[config.mk]
export PLATFORM = sky130hd
export DESIGN_NAME = quantize_pipe_flat
export DESIGN_NICKNAME = d
export VERILOG_FILES = /design/src/rtl/quantize_pipe_if.sv /design/src/rtl/quantize_pipe.sv /design/src/flat_wrapper.sv
export SDC_FILE = /design/constraint.sdc
export NUM_CORES = 1
export LEC_CHECK = 0
export BUFFER_PORTS_ARGS = -buffer_cell sky130_fd_sc_hd__buf_2
export CORE_UTILIZATION = 40
export CTS_CLUSTER_SIZE = 24
export DETAILED_ROUTE_END_ITERATION = 7
export HOLD_SLACK_MARGIN = 0.12
export PLACE_DENSITY = 0.62
export SETUP_SLACK_MARGIN = 0.3
export SYNTH_ARGS = -nofsm -noshare
export SYNTH_HDL_FRONTEND = slang
export SYNTH_SLANG_ARGS = --single-unit
[constraint.sdc]
create_clock -name clk -period 11.2 [get_ports clk]
set_input_delay 0.56 -clock clk [delete_from_list [all_inputs] [get_ports clk]]
set_output_delay 0.56 -clock clk [all_outputs]
set_load 0.1 [all_outputs]
[src/rtl/quantize_pipe_if.sv]
`default_nettype none
// ============================================================================
// Module      : quantize_pipe_if
// Description : Stream bundle for quantize_pipe. Carries the input beat
//               (valid/ready, packed lanes, rounding mode) and the output
//               beat (valid/ready, packed lanes, per-lane saturation flags).
//               master : upstream/downstream side (drives in_*, out_ready)
//               slave  : the requantizer (drives in_ready, out_*)
// Revision    : 1.0 - initial release
// ============================================================================
interface quantize_pipe_if #(
    parameter int ARRAY_SIZE = 4,
    parameter int IN_WIDTH   = 69,
    parameter int OUT_WIDTH  = 32
) ();
    logic                            in_valid;
    logic                            in_ready;
    logic [ARRAY_SIZE*IN_WIDTH-1:0]  in_data;
    logic [1:0]                      round_mode;
    logic                            out_valid;
    logic                            out_ready;
    logic [ARRAY_SIZE*OUT_WIDTH-1:0] out_data;
    logic [ARRAY_SIZE-1:0]           sat_flags;

    modport master (
        output in_valid, in_data, round_mode, out_ready,
        input  in_ready, out_valid, out_data, sat_flags
    );

    modport slave (
        input  in_valid, in_data, round_mode, out_ready,
        output in_ready, out_valid, out_data, sat_flags
    );
endinterface
`default_nettype wire

[src/rtl/quantize_pipe.sv]
`default_nettype none
// ============================================================================
// Module      : quantize_pipe
// Description : Two-stage multi-lane fixed-point requantizer.
//               Stage 1 arithmetic-shifts each lane right by
//               IN_FRAC-OUT_FRAC and applies the beat's rounding mode
//               (0 floor, 1 half-up, 2 half-even, 3 toward-zero).
//               Stage 2 saturates to OUT_WIDTH signed and registers the
//               result with per-lane saturation flags.
// Ports       : clk           - clock, rising edge
//               rst           - asynchronous active-high reset
//               bus           - quantize_pipe_if.slave stream bundle
//               clr_sat_count - synchronous clear of sat_count
//               sat_count     - saturated lanes delivered (clamps at FFFF)
// Options     : QUANT_SAT_COUNT_EN - when defined, the saturation event
//               counter is built; otherwise sat_count reads 0 and
//               clr_sat_count is ignored.
// Revision    : 1.0 - initial release
// ============================================================================
module quantize_pipe #(
    parameter int ARRAY_SIZE = 4,
    parameter int IN_WIDTH   = 69,
    parameter int IN_FRAC    = 32,
    parameter int OUT_WIDTH  = 32,
    parameter int OUT_FRAC   = 16
) (
    input  logic              clk,
    input  logic              rst,
    quantize_pipe_if.slave    bus,
    input  logic              clr_sat_count,
    output logic [15:0]       sat_count
);

    localparam int c_shift = IN_FRAC - OUT_FRAC;
    // Rounded value keeps one extra bit above the shifted value so the
    // rounding increment can never wrap.
    localparam int c_rw    = IN_WIDTH - c_shift + 1;
    // Comparison width wide enough for both r and the output limits.
    localparam int c_cw    = ((c_rw > OUT_WIDTH) ? c_rw : OUT_WIDTH) + 1;

    localparam logic signed [c_cw-1:0] c_max =
        {{(c_cw-OUT_WIDTH+1){1'b0}}, {(OUT_WIDTH-1){1'b1}}};
    localparam logic signed [c_cw-1:0] c_min =
        {{(c_cw-OUT_WIDTH+1){1'b1}}, {(OUT_WIDTH-1){1'b0}}};
    localparam logic [OUT_WIDTH-1:0] c_max_out = {1'b0, {(OUT_WIDTH-1){1'b1}}};
    localparam logic [OUT_WIDTH-1:0] c_min_out = {1'b1, {(OUT_WIDTH-1){1'b0}}};

    logic                            r_s1_valid;
    logic                            r_s2_valid;
    logic [ARRAY_SIZE*OUT_WIDTH-1:0] r_out_data;
    logic [ARRAY_SIZE-1:0]           r_sat_flags;

    logic                            w_s1_load;
    logic                            w_s2_load;
    logic [ARRAY_SIZE*OUT_WIDTH-1:0] w_sat_data;
    logic [ARRAY_SIZE-1:0]           w_sat_flags;

    // Each stage may advance when it is empty or when its successor
    // advances, so a full pipe streams one beat per cycle.
    assign w_s2_load    = !r_s2_valid || bus.out_ready;
    assign w_s1_load    = !r_s1_valid || w_s2_load;
    assign bus.in_ready = w_s1_load;

    genvar i;
    generate
        for (i = 0; i < ARRAY_SIZE; i++) begin : g_lane
            logic signed [IN_WIDTH-1:0] w_x;
            logic signed [c_rw-1:0]     w_s;
            logic signed [c_rw-1:0]     w_r;
            logic                       w_g;
            logic                       w_st;
            logic                       w_inc;
            logic signed [c_rw-1:0]     r_s1_r;
            logic signed [c_cw-1:0]     w_rx;
            logic [OUT_WIDTH-1:0]       w_val;
            logic                       w_flag;

            assign w_x = bus.in_data[i*IN_WIDTH +: IN_WIDTH];
            // Arithmetic shift, sign-extended by one bit into the r width.
            assign w_s = {w_x[IN_WIDTH-1], w_x[IN_WIDTH-1:c_shift]};
            assign w_g = w_x[c_shift-1];

            if (c_shift > 1) begin : g_sticky
                assign w_st = |w_x[c_shift-2:0];
            end else begin : g_no_sticky
                assign w_st = 1'b0;
            end

            always_comb begin
                w_inc = 1'b0;
                case (bus.round_mode)
                    2'd0:    w_inc = 1'b0;
                    2'd1:    w_inc = w_g;
                    2'd2:    w_inc = w_g && (w_st || w_s[0]);
                    2'd3:    w_inc = w_x[IN_WIDTH-1] && (w_g || w_st);
                    default: w_inc = 1'b0;
                endcase
            end

            assign w_r = w_s + {{(c_rw-1){1'b0}}, w_inc};

            // Stage 1: rounded value; mode is consumed here so later mode
            // changes cannot touch beats already in flight.
            always_ff @(posedge clk or posedge rst) begin
                if (rst) begin
                    r_s1_r <= '0;
                end else if (w_s1_load && bus.in_valid) begin
                    r_s1_r <= w_r;
                end
            end

            // Saturation on the stage-1 result feeding the output register.
            assign w_rx = {{(c_cw-c_rw){r_s1_r[c_rw-1]}}, r_s1_r};

            always_comb begin
                w_val  = w_rx[OUT_WIDTH-1:0];
                w_flag = 1'b0;
                if (w_rx > c_max) begin
                    w_val  = c_max_out;
                    w_flag = 1'b1;
                end else if (w_rx < c_min) begin
                    w_val  = c_min_out;
                    w_flag = 1'b1;
                end
            end

            assign w_sat_data[i*OUT_WIDTH +: OUT_WIDTH] = w_val;
            assign w_sat_flags[i]                       = w_flag;
        end
    endgenerate

    always_ff @(posedge clk or posedge rst) begin
        if (rst) begin
            r_s1_valid <= 1'b0;
        end else if (w_s1_load) begin
            r_s1_valid <= bus.in_valid;
        end
    end

    // Stage 2 holds its contents while stalled, keeping the output stable.
    always_ff @(posedge clk or posedge rst) begin
        if (rst) begin
            r_s2_valid  <= 1'b0;
            r_out_data  <= '0;
            r_sat_flags <= '0;
        end else if (w_s2_load) begin
            r_s2_valid <= r_s1_valid;
            if (r_s1_valid) begin
                r_out_data  <= w_sat_data;
                r_sat_flags <= w_sat_flags;
            end
        end
    end

    assign bus.out_valid = r_s2_valid;
    assign bus.out_data  = r_out_data;
    assign bus.sat_flags = r_sat_flags;

`ifdef QUANT_SAT_COUNT_EN
    localparam int c_pcw = $clog2(ARRAY_SIZE + 1);

    logic [15:0]      r_sat_count;
    logic [c_pcw-1:0] w_pop;
    logic [16:0]      w_sum;

    always_comb begin
        w_pop = '0;
        for (int k = 0; k < ARRAY_SIZE; k++) begin
            w_pop = w_pop + c_pcw'(r_sat_flags[k]);
        end
    end

    assign w_sum = {1'b0, r_sat_count} + 17'(w_pop);

    // Clear wins over a same-cycle increment; the sum saturates at FFFF.
    always_ff @(posedge clk or posedge rst) begin
        if (rst) begin
            r_sat_count <= 16'h0000;
        end else if (clr_sat_count) begin
            r_sat_count <= 16'h0000;
        end else if (r_s2_valid && bus.out_ready) begin
            r_sat_count <= w_sum[16] ? 16'hFFFF : w_sum[15:0];
        end
    end

    assign sat_count = r_sat_count;
`else
    logic w_unused_clr;
    assign w_unused_clr = clr_sat_count;
    assign sat_count    = 16'h0000;
`endif

endmodule
`default_nettype wire

[src/flat_wrapper.sv]
// flat-port wrapper written by rule: the top's interface ports become plain ports
module quantize_pipe_flat 
#(
    parameter int ARRAY_SIZE = 4,
    parameter int IN_WIDTH   = 69,
    parameter int IN_FRAC    = 32,
    parameter int OUT_WIDTH  = 32,
    parameter int OUT_FRAC   = 16
)
  (clk, rst, clr_sat_count, sat_count, bus_in_valid, bus_in_data, bus_round_mode, bus_out_ready, bus_in_ready, bus_out_valid, bus_out_data, bus_sat_flags);
  quantize_pipe_if #(.ARRAY_SIZE(ARRAY_SIZE), .IN_WIDTH(IN_WIDTH), .OUT_WIDTH(OUT_WIDTH)) bus_i ();
  input  logic clk;
  input  logic rst;
  input  logic clr_sat_count;
  output logic [15:0] sat_count;
  input wire logic [$bits(bus_i.in_valid)-1:0] bus_in_valid;
  input wire logic [$bits(bus_i.in_data)-1:0] bus_in_data;
  input wire logic [$bits(bus_i.round_mode)-1:0] bus_round_mode;
  input wire logic [$bits(bus_i.out_ready)-1:0] bus_out_ready;
  output wire logic [$bits(bus_i.in_ready)-1:0] bus_in_ready;
  output wire logic [$bits(bus_i.out_valid)-1:0] bus_out_valid;
  output wire logic [$bits(bus_i.out_data)-1:0] bus_out_data;
  output wire logic [$bits(bus_i.sat_flags)-1:0] bus_sat_flags;
  assign bus_i.in_valid = bus_in_valid;
  assign bus_i.in_data = bus_in_data;
  assign bus_i.round_mode = bus_round_mode;
  assign bus_i.out_ready = bus_out_ready;
  assign bus_in_ready = bus_i.in_ready;
  assign bus_out_valid = bus_i.out_valid;
  assign bus_out_data = bus_i.out_data;
  assign bus_sat_flags = bus_i.sat_flags;
  quantize_pipe #(.ARRAY_SIZE(ARRAY_SIZE), .IN_WIDTH(IN_WIDTH), .IN_FRAC(IN_FRAC), .OUT_WIDTH(OUT_WIDTH), .OUT_FRAC(OUT_FRAC)) u_core (.clk(clk), .rst(rst), .bus(bus_i), .clr_sat_count(clr_sat_count), .sat_count(sat_count));
endmodule
=== Yosys cells after proc, flatten, opt, wreduce, memory -nomap -nowiden ===
Cells that the tools add are included.
W data, S select, Z words.

* Register bits: 350
* Output and inout bits: 150
* Logic and storage cells: 70

* Add/sub/neg operators: 4
* Magnitude comparators: 8
* Equal/unequal tests: 3
* Muxes and demuxes: 20
* Reduce and logical (&&, ||, !) cells: 27

{| class="wikitable"
|+ Operators with widths
! cell !! number
|-
| $mux W32 || 8
|-
| $add A53 B2 Y54 || 4
|-
| $gt A54 B32 Y1 const B || 4
|-
| $lt A54 B32 Y1 const B || 4
|-
| $reduce_or A15 Y1 || 4
|-
| $pmux W1 S4 || 4
|-
| $logic_or A1 B1 Y1 || 10
|-
| $logic_and A1 B1 Y1 || 9
|-
| $mux W1 || 8
|-
| $eq A2 B2 Y1 const B || 2
|-
| $eq A2 B1 Y1 const B || 1
|-
| $logic_not A1 Y1 || 2
|-
| $logic_not A2 Y1 || 1
|-
| $reduce_and A2 Y1 || 1
|}

=== Longest topological paths before layout ===
Gate-level depths: netlist of the first run.

* Depth after elaboration: 5
* Mapped depth: 13

=== Worst setup path before layout of the first run ===
Ideal clock, no wire load.

* Path kind: register to register
* Start point: register u_core.r_s2_valid, in the netlist u_core.bus.out_valid
* End point: register u_core.g_lane[1].r_s1_r[49]
* Arrival time: 3753 ps
* Required time: 11131 ps
* Setup slack: 7378 ps
* Stages on the path, launching flop included: 9
* Buffers on the path: 4
* Path through: dfrtp_1 -> nand3b_1 -> nand2_1 -> clkbuf_1 -> clkbuf_1 -> clkbuf_1 -> clkbuf_1 -> nand2_1 -> nand3_1

* Cells in the longest elaborated chain, start to end: 4

{| class="wikitable"
|+ Ends and longest elaborated chain
! item !! line !! text
|-
| from (decl) || quantize_pipe.sv:49 || <nowiki>logic r_s2_valid;</nowiki>
|-
| from (signal assigned) || quantize_pipe.sv:147 || <nowiki>r_s2_valid <= r_s1_valid;</nowiki>
|-
| $logic_not A1 Y1 || quantize_pipe.sv:60 || <nowiki>assign w_s2_load = !r_s2_valid || bus.out_ready;</nowiki>
|-
| $logic_or A1 B1 Y1 || quantize_pipe.sv:60 ||
|-
| $logic_or A1 B1 Y1 || quantize_pipe.sv:61 || <nowiki>assign w_s1_load = !r_s1_valid || w_s2_load;</nowiki>
|-
| named net bus_in_ready || flat_wrapper.sv:20 || <nowiki>output wire logic [$bits(bus_i.in_ready)-1:0] bus_in_ready;</nowiki>
|-
| $logic_and A1 B1 Y1 || quantize_pipe.sv:107 || <nowiki>end else if (w_s1_load && bus.in_valid) begin</nowiki>
|-
| to (signal assigned) || quantize_pipe.sv:108 || <nowiki>r_s1_r <= w_r;</nowiki>
|-
| to (decl) || quantize_pipe.sv:73 || <nowiki>logic signed [c_rw-1:0] r_s1_r;</nowiki>
|}

The timed path passes the listed nets, and every way through them passes these cells.
A chain may end at the register's enable or synchronous reset.

=== Final worst setup path of the first run ===
* Start point: input bus_round_mode[1]
* End point: register u_core.g_lane[1].r_s1_r[50]

* Cells in the longest elaborated chain, start to end: 3

{| class="wikitable"
|+ Ends and longest elaborated chain
! item !! line !! text
|-
| from (decl) || flat_wrapper.sv:18 || <nowiki>input wire logic [$bits(bus_i.round_mode)-1:0] bus_round_mode;</nowiki>
|-
| $eq A2 B2 Y1 (tied with other cells) || quantize_pipe.sv:91 || <nowiki>case (bus.round_mode)</nowiki>
|-
| $pmux W1 S4 (*) || quantize_pipe.sv:91 ||
|-
| $add A53 B2 Y54 (*) || quantize_pipe.sv:100 || <nowiki>assign w_r = w_s + {{(c_rw-1){1'b0}}, w_inc};</nowiki>
|}

Every way passes the cells marked *; elsewhere a longest branch is shown, timed or not.

==> summary.txt, run 1 <==
CP Launch Type = primary input
Initial DRT Pass Iterations = 5
DR DRC count = 0
WS Path Type = primary input to flip-flop
outcome = finished clean
CTS Sinks = 350
reg2reg end = u_core.g_lane[0].r_s1_r[39]
Die X = 213.7 um
Die Area = 45680 um^2
Synthesis Warnings = 0
worst reg-to-reg setup slack = 8.05 ns
grt total ovfl = 0
GR Util All Layers = 23.84%
most frequent cells in the layout = 415 x buf_2, 363 x nand2_1, 350 x dfrtp_1, 198 x o21ai_0, 173 x nor2_1
initial antenna violation count = 17
clk_lat worst skew = 0.56 ns
pins over their slew limit = 0
Final TNS setup = 0 ns
DP HPWL = 39.10 mm
final hold violation count = 0
EDFF count, synth = 0
vias after detailed routing = 16580
Seq/Total Area, Yosys = 48.84%
post-cts sizing count = 0
FFs w/ async S/R, synth = 100.0%
Required @ worst endpoint = 11.69 ns
crit path capture type = flip-flop
Area contributors post-synth = dfrtp_1 49%, nand2_1 7.6%, xor2_1 5.9%
Syn-to-layout area delta = 22.44%
Reg clk slew, reported paths = 0.06 ns
CP Max Fanout = 9
CTS Buffer Depth = 3
Vias per Instance = 5.462
VDD IR max = 0.1780 mV
RD Place Congestion = 0.8725
initial drt markers = 1161
share of post-route cells with drive strength above 1 = 22.07%
global-route wire length before repair = 85.26 mm
syn avg cell area = 8.826 um^2
site row count = 77
f_max = 301.8 MHz
Lkg Pwr = 9.087 nW
IO buf count = 415
I/O pins = 433
root buf cell = clkbuf_16
RSZ-0062 raised after global routing = false
H-tree Lvls = 2
nets = 2692
drt wl/cell = 18.26 um
Worst R2R Start = u_core.r_s1_valid
final setup fails = 0
post-synth design cell area = 17930 um^2
vias in the first global route = 15900
Synth Instances = 2032
worst hold slack = 0.1047 ns
fin crit share = 29.59%
CTS Hold Bufs = 0
post-route ant nets = 0
Slew HR = 9.764%
fin crit period = 3.314 ns
post-layout util = 49.66%
Post-CTS Repair Setup Buffers = 0
synth unique cells = 45
CTS buffer count = 41
max-cap violations = 0
largest net degree at the start of global routing = 175
DRT Wirelength = 55.43 mm
power per cell area = 199.8 nW/um^2
slew at the pin closest to its max-slew limit = 1.341 ns
ys flop type = dfrtp_1
die height = 213.7 um
most common cell after layout, fill and taps aside = buf_2
starting density of the core = 40.55%
Arrival @ worst endpoint = 3.80 ns
CTS tree = built
Hold Crit Class = primary input to asynchronous set/reset pin
Yosys reg bits = 350
top-area cell type share of the netlist area = 48.84%
core area = 44220 um^2
cell taking the most area after synthesis = dfrtp_1
clock skew = 0.01046 ns
reg2reg path depth = 5
-- area by class of cell --
type / instances / area, um^2
fill: 4273 / 22260
sequential: 350 / 8758
multi-input combinational: 1554 / 8713
timing repair buffer: 437 / 2255
clock buffer: 56 / 1205
tap: 592 / 740.7
clock inverter: 20 / 191.4
inverter: 16 / 67.56
antenna: 11 / 27.53
-- per-stage QoR --
stage | std cells | power, mW | cell area, um^2 | setup slack, ns
3_3_place_gp | 2949 | 3.013 | 20530 | 7.324
6_report | 3036 | 4.388 | 21960 | 7.886
4_1_cts | 3025 | 4.427 | 21930 | 7.883
2_1_floorplan | 2047 | 2.696 | 17990 | 0.9332
3_5_place_dp | 2949 | 3.030 | 20530 | 7.295
5_1_grt | 3034 | 4.581 | 21950 | 7.608
-- metal layers --
metal  up-vias  global-route usage [%]  share of wire (%)
li1       7974                       -                  -
met1      8013                   31.12                 44
met2       498                   39.36                 48
met3        90                   5.214                6.3
met4         8                   7.562                2.3
met5         -                       0              0.097
-- synthesized netlist by cell type, drive strengths merged (2+ instances only) --
| cell | number |
|---|---|
| and3 | 34 |
| dfrtp | 350 |
| nor3 | 22 |
| o21a | 4 |
| xor2 | 120 |
| buf | 23 |
| o221ai | 3 |
| or2 | 2 |
| ha | 9 |
| nand2b | 5 |
| and4 | 31 |
| inv | 16 |
| nor4 | 61 |
| nand4 | 135 |
| or3 | 33 |
| nand3 | 85 |
| nor2 | 175 |
| o31ai | 9 |
| xnor2 | 42 |
| a221o | 31 |
| or4 | 13 |
| a31oi | 37 |
| a21oi | 98 |
| clkbuf | 104 |
| o211ai | 6 |
| nand2 | 365 |
| o21ai | 198 |
| nand3b | 2 |
| and2 | 11 |
-- where the power goes --
part           internal [mW]  switching (mW)  total (mW)  leakage (nW)
clock                  0.825           0.557        1.38         0.684
combinational          0.253            1.15        1.40          4.38
sequential              1.47           0.133        1.61          4.03
-- flip-flops by register name (all words and copies together) (netlist names) --
| register | flops |
|---|---|
| u_core.bus.out_data | 128 |
| u_core.bus.sat_flags | 4 |
| u_core.g_lane.r_s1_r | 216 |
| u_core.bus.out_valid | 1 |
| u_core.r_s1_valid | 1 |
-- cell families after synthesis --
family / after synthesis / synth area share, %
AOI/OAI and AO/OA: 391 / 12.45
xor gates and xnor gates: 162 / 7.912
adders and majority gates: 9 / 0.6279
buffers and inverters: 143 / 3.384
DFF: 350 / 48.84
muxes: 2 / 0.1186
other: 1 / 0.02091
and+or+nand+nor: 974 / 26.64
-- critical path, cell delays in order --
cell and delay, ns:
buf_2 0.21, nand2_1 0.30, o221ai_1 0.17, nand2_1 0.09, ha_1 0.26, ha_1 0.26
nand4_1 0.17, nor4_1 1.01, nand4_1 0.22, or3_1 0.37, a31oi_1 0.16
-- how the worst max path moves through the flow --
stage          slack [ns]                     endpoint              start  depth (start not counted)
2_1_floorplan        0.93       u_core.bus.out_data[0]                rst                          1
3_3_place_gp         7.32  u_core.g_lane[1].r_s1_r[50]  bus_round_mode[1]                         11
3_5_place_dp         7.29  u_core.g_lane[1].r_s1_r[50]  bus_round_mode[1]                         11
4_1_cts              7.88  u_core.g_lane[1].r_s1_r[50]  bus_round_mode[1]                         11
5_1_grt              7.61  u_core.g_lane[1].r_s1_r[50]  bus_round_mode[1]                         11
6_report             7.89  u_core.g_lane[1].r_s1_r[50]  bus_round_mode[1]                         11
(Power assumes the default switching activity.)
==> run 2, diff against run 1 <==
==> constraint.sdc (replaced) <==
create_clock -name clk -period 3.3 [get_ports clk]
set_input_delay 0.165 -clock clk [delete_from_list [all_inputs] [get_ports clk]]
set_output_delay 0.165 -clock clk [all_outputs]
set_load 0.1 [all_outputs]
==> run 2 against run 1 <==
Sequential cell count did not move. Wire length rose by 10%. First-iteration DRC count rose by 8.0%.
==> summary.txt, run 2 (synthesis results as in run 1) <==
outcome = finished clean
DRT Wirelength = 61.11 mm (+10%)
initial antenna violation count = 5 (-12)
largest net degree at the start of global routing = 108 (-38%)
Die Area = 45680 um^2 (unchanged)
DR DRC count = 0 (unchanged)
Worst R2R Start = u_core.r_s1_valid
fin crit share = 88.05%
IO buf count = 415 (unchanged)
Initial DRT Pass Iterations = 6 (+1)
Top delay family on crit path = buffers and inverters
root buf cell = clkbuf_16
worst hold slack = 0.1635 ns (+0.05886 ns)
drt wl/cell = 18.13 um (-0.69%)
Worst Hold Launch = bus_in_data[222]
CP Max Fanout = 9 (unchanged)
GR Util All Layers = 26.20% (+2.4 points)
power per cell area = 600.1 nW/um^2 (+200%)
total area of sequential cells = 8758 um^2 (unchanged)
slew at the pin closest to its max-slew limit = 1.253 ns (-0.08857 ns)
reg2reg end = u_core.g_lane[2].r_s1_r[49]
Arrival @ worst endpoint = 3.34 ns (-0.46 ns)
WS Path Type = primary input to flip-flop
Critical Path, Cell by Cell = buf_2 -> dlygate4sd3_1 -> ha_1 -> ha_2 -> nand2_2 -> nor3_1 -> nand3_1 -> buf_6 -> o21ai_0 -> dlygate4sd3_1 -> a31oi_1 -> dlygate4sd3_1
Syn-to-layout area delta = 42.25%
initial drt markers = 1254 (+8.0%)
DP HPWL = 40.61 mm (+3.9%)
site row count = 77 (unchanged)
RSZ-0062 raised after global routing = true
I/O pins = 433 (unchanged)
worst reg-to-reg setup slack = 0.59 ns (-7.46 ns)
final hold violation count = 0 (unchanged)
post-route ant nets = 0 (unchanged)
CP Launch Type = primary input
Top reg by flops = u_core.g_lane.r_s1_r
share of post-route cells with drive strength above 1 = 20.99% (-1.1 points)
slowest stage delay, CP = 0.60 ns (-0.41 ns)
dpl cells = 2971 (+0.75%)
clk_lat worst skew = 0.56 ns (about the same)
reg2reg path depth = 6 (+1)
CP bufs+invs = 5 (+4)
starting density of the core = 40.55% (unchanged)
VDD IR max = 0.4328 mV (+140%)
vias in the first global route = 18370 (+16%)
most common cell after layout, fill and taps aside = buf_2
global-route wire length before repair = 94.83 mm (+11%)
vias after detailed routing = 18450 (+11%)
Layout Cells excl Fill = 3370 (+11%)
# fillers = 3901 (-8.7%)
most frequent cell on the critical path = dlygate4sd3_1
die height = 213.7 um (unchanged)
max-cap violations = 0 (unchanged)
hold-critical path depth = 6
fin crit period = 2.906 ns
CTS Buffer Depth = 3 (unchanged)
Reg clk slew, reported paths = 0.06 ns (about the same)
H-tree Lvls = 2 (unchanged)
core area = 44220 um^2 (unchanged)
Lkg Pwr = 10.65 nW (+17%)
CTS buffer count = 41 (unchanged)
Slew HR = 15.72% (+6.0 points)
Vias per Instance = 5.475 (+0.24%)
most frequent cells in the layout = 414 x buf_2, 360 x nand2_1, 350 x dfrtp_1, 308 x dlygate4sd3_1, 197 x o21ai_0
Final TNS setup = 0 ns (unchanged)
max reg flops = 216 (unchanged)
crit path capture type = flip-flop
CTS tree = built
nets = 3040 (+13%)
crit path max-delay cell type = dlygate4sd3_1
final setup fails = 0 (unchanged)
Die X = 213.7 um (unchanged)
footprint of the multi-input gates = 8810 um^2 (+1.1%)
clock skew = 0.01575 ns (+0.005295 ns)
hold endpoint = u_core.g_lane[3].r_s1_r[0]
CTS Sinks = 350 (unchanged)
f_max = 344.1 MHz
RD Place Congestion = 0.8790 (+0.74%)
Hold Crit Class = primary input to flip-flop
grt total ovfl = 0 (unchanged)
pins over their slew limit = 0 (unchanged)
Required @ worst endpoint = 3.73 ns (-7.96 ns)
==> run 2: stage by stage <==
stage,util (%),cell area (um^2),worst slack (ns),power (mW)
after global placement,47.03,20800,0.1562,10.27
after floorplan,-,17990,-1.551,9.151
after global routing,57.68,25510,0.1970,15.94
after detailed placement,47.03,20800,0.1211,10.33
final,57.69,25510,0.3943,15.31
after CTS,57.12,25260,0.3107,15.39
==> run 2: power by group <==
| group | leakage (nW) | internal, mW | switching, mW |
|---|---|---|---|
| sequential | 4.03 | 5.00 | 0.470 |
| clock | 0.684 | 2.89 | 1.81 |
| combinational | 5.94 | 1.14 | 3.99 |
| total | 10.6 | 9.03 | 6.27 |
==> run 2: worst max-delay path by stage <==
stage	slack (ns)	startpoint	to	cells after the start
6_report	0.39	bus_in_data[154]	u_core.g_lane[2].r_s1_r[44]	12
3_3_place_gp	0.16	bus_in_data[77]	u_core.g_lane[1].r_s1_r[40]	13
2_1_floorplan	-1.55	rst	u_core.bus.out_data[0]	1
4_1_cts	0.31	bus_in_data[111]	u_core.g_lane[1].r_s1_r[47]	10
5_1_grt	0.20	bus_in_data[77]	u_core.g_lane[1].r_s1_r[47]	14
3_5_place_dp	0.12	bus_in_data[81]	u_core.g_lane[1].r_s1_r[32]	13
==> run 2: metal layers <==
metal  GRT usage, %  vias up  part of all wire, %
met2          43.45      764                   48
met5              0        -                0.021
li1               -     8668                    -
met4          11.38        2                  4.1
met3          5.126      192                  6.3
met1          33.23     8825                   42
==> run 2: worst reg2reg max path, cell delays in order, from the launching register on <==
cell,delay (ns)
dfrtp_1,0.42
nand3b_1,0.30
and2_4,0.53
o211ai_1,0.17
dlygate4sd3_1,0.60
nand3_1,0.07
dlygate4sd3_1,0.55
==> run 2: final cells by class <==
class | instances | share of cell area, %
timing repair buffer | 784 | 22.52
multi-input combinational | 1555 | 34.53
sequential | 350 | 34.33
clock inverter | 8 | 0.5640
inverter | 16 | 0.2501
antenna | 5 | 0.04905
tap | 592 | 2.904
clock buffer | 60 | 4.851
==> run 2: repair_timing <==
item | in CTS | in global routing
setup buffers | 0 | 17
resized for setup | 0 | 23
endpoints found under the hold margin | 241 | 0
setup endpoints to repair | 0 | 26
hold buffers | 308 | 0
